===== config.mk =====
export PLATFORM = sky130hd
export DESIGN_NAME = s_ram
export DESIGN_NICKNAME = d
export VERILOG_FILES = /design/src/rtl/s_ram_pkg.sv /design/src/rtl/s_ram_array.sv /design/src/rtl/s_ram.sv
export SDC_FILE = /design/constraint.sdc
export NUM_CORES = 2
export LEC_CHECK = 0
export CAP_MARGIN = 5
export CORE_ASPECT_RATIO = 0.6
export CORE_MARGIN = 10
export CORE_UTILIZATION = 35
export DETAILED_ROUTE_END_ITERATION = 8
export GPL_ROUTABILITY_DRIVEN = 0
export HOLD_SLACK_MARGIN = 0.08
export SETUP_SLACK_MARGIN = 0.2
export SYNTH_ARGS = -nofsm -noshare
export SYNTH_HDL_FRONTEND = slang
export SYNTH_SLANG_ARGS = --single-unit
export TNS_END_PERCENT = 10

===== constraint.sdc =====
create_clock -name clk -period 2.7 [get_ports clk]
set_clock_uncertainty 0.1 [all_clocks]
set_input_delay 0.81 -clock clk [delete_from_list [all_inputs] [get_ports clk]]
set_output_delay 0.81 -clock clk [all_outputs]
set_load 0.01 [all_outputs]

===== src/rtl/s_ram_pkg.sv =====
// Shared sizing constants for the s_ram single-port memory.
package s_ram_pkg;
    localparam int DATA_W_DEF = 8;
    localparam int ADDR_W_DEF = 8;
    localparam int DEPTH      = 2 ** ADDR_W_DEF;
endpackage


===== src/rtl/s_ram_array.sv =====
// Storage array with async clear, write decode and a combinational read port.
module s_ram_array
    import s_ram_pkg::*;
#(
    parameter int DATA_W = DATA_W_DEF,
    parameter int ADDR_W = ADDR_W_DEF
) (
    input  logic              clk,
    input  logic              rst_n,
    input  logic              we,
    input  logic [ADDR_W-1:0] addr,
    input  logic [DATA_W-1:0] wdata,
    output logic [DATA_W-1:0] rdata
);

    logic [DATA_W-1:0] mem [2**ADDR_W];

    // Every word clears while reset is held, so an interrupted write never lands.
    always_ff @(posedge clk or negedge rst_n) begin
        if (!rst_n) begin
            for (int i = 0; i < 2**ADDR_W; i++) begin
                mem[i] <= '0;
            end
        end else if (we) begin
            mem[addr] <= wdata;
        end
    end

    assign rdata = mem[addr];

endmodule


===== src/rtl/s_ram.sv =====
// Single-port RAM: enable qualification, write-first bypass and registered dout.
module s_ram
    import s_ram_pkg::*;
#(
    parameter int DATA_W = DATA_W_DEF,
    parameter int ADDR_W = ADDR_W_DEF
) (
    input  logic              clk,
    input  logic              rst_n,
    input  logic              en,
    input  logic              wt,
    input  logic              rd,
    input  logic [ADDR_W-1:0] add,
    input  logic [DATA_W-1:0] din,
    output logic [DATA_W-1:0] dout
);

    logic              wr_go;
    logic              rd_go;
    logic [DATA_W-1:0] rdata;
    logic [DATA_W-1:0] rd_mux;

    assign wr_go = en & wt;
    assign rd_go = en & rd;

    s_ram_array #(
        .DATA_W(DATA_W),
        .ADDR_W(ADDR_W)
    ) u_array (
        .clk  (clk),
        .rst_n(rst_n),
        .we   (wr_go),
        .addr (add),
        .wdata(din),
        .rdata(rdata)
    );

    // A simultaneous read and write returns the new data.
    assign rd_mux = wt ? din : rdata;

    always_ff @(posedge clk or negedge rst_n) begin
        if (!rst_n) begin
            dout <= '0;
        end else if (rd_go) begin
            dout <= rd_mux;
        end
    end

endmodule


==> flow_summary.json <==
{
  "power_per_cell_area_nw_per_um2": 571,
  "number_of_flops_mapped_to_enable_cells_by_yosys": 0,
  "critical_path_arrival_ps": 3300,
  "timing.setup.critical_path_class": "in -> reg",
  "synthesized_area_per_cell_sq_um": 15.5,
  "totalWireLength_mm": 312,
  "p_sw_uw": 16300,
  "synthesis.instances": 6102,
  "cpMaxStageDelayCell": "sky130_fd_sc_hd__mux4_2",
  "crit_path_end_kind": "register",
  "ys_seq_area_share_pct": 54.4,
  "die_area_sq_um": 292000,
  "drv_slew": 0,
  "hold_path_startpoint": "din[3]",
  "async_flop_share_pct": 100,
  "ff_latch_area_sq_um": 51500,
  "nets": 6928,
  "category_of_cells_accounting_for_the_largest_share_of_critical_path_delay": "buffers and inverters",
  "postSynthRegisterBits": 2056,
  "setup_viol": 0,
  "sequentialPowerShare_pct": 48.3,
  "final.period_utilization_pct": 98.0,
  "synth-main-ff-cell": "sky130_fd_sc_hd__dfrtp_1",
  "cts_buffers": 193,
  "worstSkewPairLatency_ps": 880,
  "drt-initial-drc-count": 5751,
  "die_width_um": 691,
  "route.vias.total": 59888,
  "netlist.area_leader.share_pct": 54.4,
  "max-vdd-ir-drop_mv": 0.503,
  "maxcap_violations": 0,
  "cpPeakStageDelay_ps": 520,
  "synth.net_count": 6123,
  "synth_most_common_cell": "sky130_fd_sc_hd__mux2_2",
  "ff2ff_path_depth": 6,
  "numPortBuffers": 28,
  "area_of_combinational_cells_with_multiple_inputs_sq_um": 41800,
  "power_report.internal_total_uw": 50300,
  "min_to": "u_array.mem[1955]",
  "critical_path_buf_inv_count": 5,
  "tritoncts_num_sinks": 2056,
  "reg2reg_to": "dout[1]",
  "fraction_of_final_layout_cells_sized_beyond_drive_strength_1_pct": 59.5,
  "io_pins": 29,
  "grt_start_max_net_pins": 85,
  "pre_cts_slack_ps": -1310,
  "placedInstanceArea_sq_um": 109000,
  "core_area_sq_um": 268000,
  "crit_required_ps": 3360,
  "number_of_endpoints_with_negative_hold_slack_in_the_final_report": 0,
  "cts.reportedPaths.clkPinSlew_ps": 70,
  "slew-limit-headroom_pct": 49.2,
  "reported_leakage_power_uw": 0.0549,
  "fmaxAchievable_ghz": 0.378,
  "cts_tree": "done",
  "fin_total_pwr_uw": 66600,
  "synthDominantAreaCellType": "sky130_fd_sc_hd__dfrtp_1",
  "drc": 0,
  "drt-wirelength-per-cell_um": 29.3,
  "cts_buffer_depth": 4,
  "core.rowCount": 147,
  "antenna_found_initial": 11,
  "worstMarginPinSlew_ps": 761,
  "post_synth_num_cell_types": 65,
  "postLayoutSetupSlackWorst_ps": 54.1,
  "power.combinational.fraction_pct": 8.7,
  "critical_path.max_fanout": 12,
  "crit-reg2reg-launch": "u_array.mem[1025]",
  "via_per_inst": 5.63,
  "sw_frac_of_total_pct": 24.5,
  "outcome": "finished, final reports clean",
  "stdcell_area_sq_um": 117000,
  "worstPathCellList": "buf_16 > buf_8 > buf_12 > bufbuf_16 > buf_12 > mux4_2 > o2111ai_1 > nand4_1 > nor3_2 > and3_1 > a21oi_1",
  "cp_common_cell": "sky130_fd_sc_hd__buf_12",
  "ant_nets": 0,
  "cts-root-buf": "sky130_fd_sc_hd__clkbuf_16",
  "die-height_um": 423,
  "finalWorstPathRequiredPeriod_ps": 2650,
  "worstSetupStartpointType": "primary input",
  "area_delta_synth_final_pct": 23.3,
  "cell_types_with_the_largest_area_share_after_synthesis": "sky130_fd_sc_hd__dfrtp_1 54%, sky130_fd_sc_hd__mux2_2 24%, sky130_fd_sc_hd__mux4_2 11%",
  "worstHoldPathCells": 2,
  "netlist_top_cells_count": "2057 x sky130_fd_sc_hd__mux2_2, 2056 x sky130_fd_sc_hd__dfrtp_1, 452 x sky130_fd_sc_hd__mux4_2, 304 x sky130_fd_sc_hd__clkbuf_1, 242 x sky130_fd_sc_hd__mux2i_1",
  "filler_cell_count": 23731,
  "post-dp-hpwl_mm": 220,
  "floorplan.initialDensity_pct": 35.3,
  "timing.reg2reg.setup_slack_ps": 160,
  "overflow": 0,
  "ys.warnings.count": 0,
  "grt_pass1_vias": 61517,
  "synth_area_sq_um": 94600,
  "grt_util_all_layers_pct": 20.8,
  "hold_class": "in -> reg",
  "hold_ws_ps": 280,
  "wire_length_of_the_first_global_routing_pass_mm": 454,
  "drtPass1Iterations": 5,
  "rsz_0062_raised_after_global_routing": "yes",
  "clkPwrFrac_pct": 43.1,
  "cts_htree_levels": 4
}
==> power by group through the flow <==
stage / clock network (uW) / registers (uW) / logic [uW]
6_report: 28700 / 32100 / 5760
5_1_grt: 30400 / 32200 / 6090
4_1_cts: 29100 / 32100 / 5680
3_5_place_dp: 0 / 32700 / 5510
3_3_place_gp: 0 / 32600 / 5410
2_1_floorplan: 0 / 32500 / 2710
==> metal layers <==
metal	routed length (um)	vias to the layer above	global-route usage [%]
met1	150000	32930	32.0
met3	29400	414	6.45
li1	-	24446	-
met4	7610	2	4.59
met2	125000	2096	28.2
met5	12	-	0
==> logic make-up (layout without fill, tap and decap cells) <==
| logic type | Yosys count | in the layout | synth area share [%] |
|---|---|---|---|
| AOI/OAI and AO/OA | 318 | 318 | 2.31 |
| buffers and inverters | 462 | 1415 | 2.35 |
| DFF | 2056 | 2056 | 54.4 |
| muxes | 2751 | 2751 | 37.8 |
| other | 0 | 5 | 0 |
| and+or+nand+nor | 515 | 515 | 3.11 |
==> per-stage QoR <==
stage	instances	utilization [%]	TNS [ps]
2_1_floorplan	6102	-	-114570
3_3_place_gp	10234	40.6	-1287180
3_5_place_dp	10234	40.6	-1255860
4_1_cts	10612	43.3	0
5_1_grt	10631	43.5	0
6_report	10636	43.5	0
==> flip-flops by register name, summed over array words and instances (netlist names) <==
| signal | flops |
|---|---|
| dout | 8 |
| u_array.mem | 2048 |
==> area by class of cell <==
cell class / instances / area share, %
tap: 3576 / 3.84
multi-input combinational: 3584 / 35.9
sequential: 2056 / 44.1
timing repair buffer: 1068 / 10.6
inverter: 4 / 0.0139
antenna: 5 / 0.0107
clock inverter: 66 / 0.677
clock buffer: 277 / 4.86
==> cells in the final DEF (no fill, tap or decap), types with 31 or more instances in the layout <==
| cell | instances |
|---|---|
| sky130_fd_sc_hd__dfrtp_1 | 2048 |
| sky130_fd_sc_hd__mux2_2 | 2047 |
| sky130_fd_sc_hd__buf_4 | 695 |
| sky130_fd_sc_hd__mux4_2 | 452 |
| sky130_fd_sc_hd__buf_12 | 296 |
| sky130_fd_sc_hd__mux2i_1 | 230 |
| sky130_fd_sc_hd__clkbuf_16 | 201 |
| sky130_fd_sc_hd__nor2_4 | 102 |
| sky130_fd_sc_hd__nand2_1 | 94 |
| sky130_fd_sc_hd__a22oi_1 | 76 |
| sky130_fd_sc_hd__nor2_2 | 73 |
| sky130_fd_sc_hd__nor2_1 | 56 |
| sky130_fd_sc_hd__nand2_2 | 53 |
| sky130_fd_sc_hd__clkbuf_8 | 50 |
| sky130_fd_sc_hd__o22ai_1 | 44 |
| sky130_fd_sc_hd__clkinv_2 | 41 |
| sky130_fd_sc_hd__a21oi_1 | 38 |
| sky130_fd_sc_hd__clkbuf_1 | 37 |
| sky130_fd_sc_hd__nand3_1 | 35 |
| sky130_fd_sc_hd__o21ai_0 | 31 |
==> worst max-delay path by stage <==
stage,cells after the start,endpoint,from,slack [ps]
after floorplan,9,dout[2],add[0],-150
after global placement,12,dout[2],add[0],-1340
after detailed placement,12,dout[2],add[0],-1310
after CTS,12,dout[2],add[0],140
after global routing,11,dout[1],add[0],80
final,11,dout[0],add[0],50
==> timing repair <==
item,CTS,global route
resized for setup,147,55
setup endpoints to repair,324,302
pin swaps,11,16
hold buffers,1,0
gates cloned,6,3
buffers inserted,28,16
hold endpoints to repair,293,0
(Power assumes the default switching activity.)
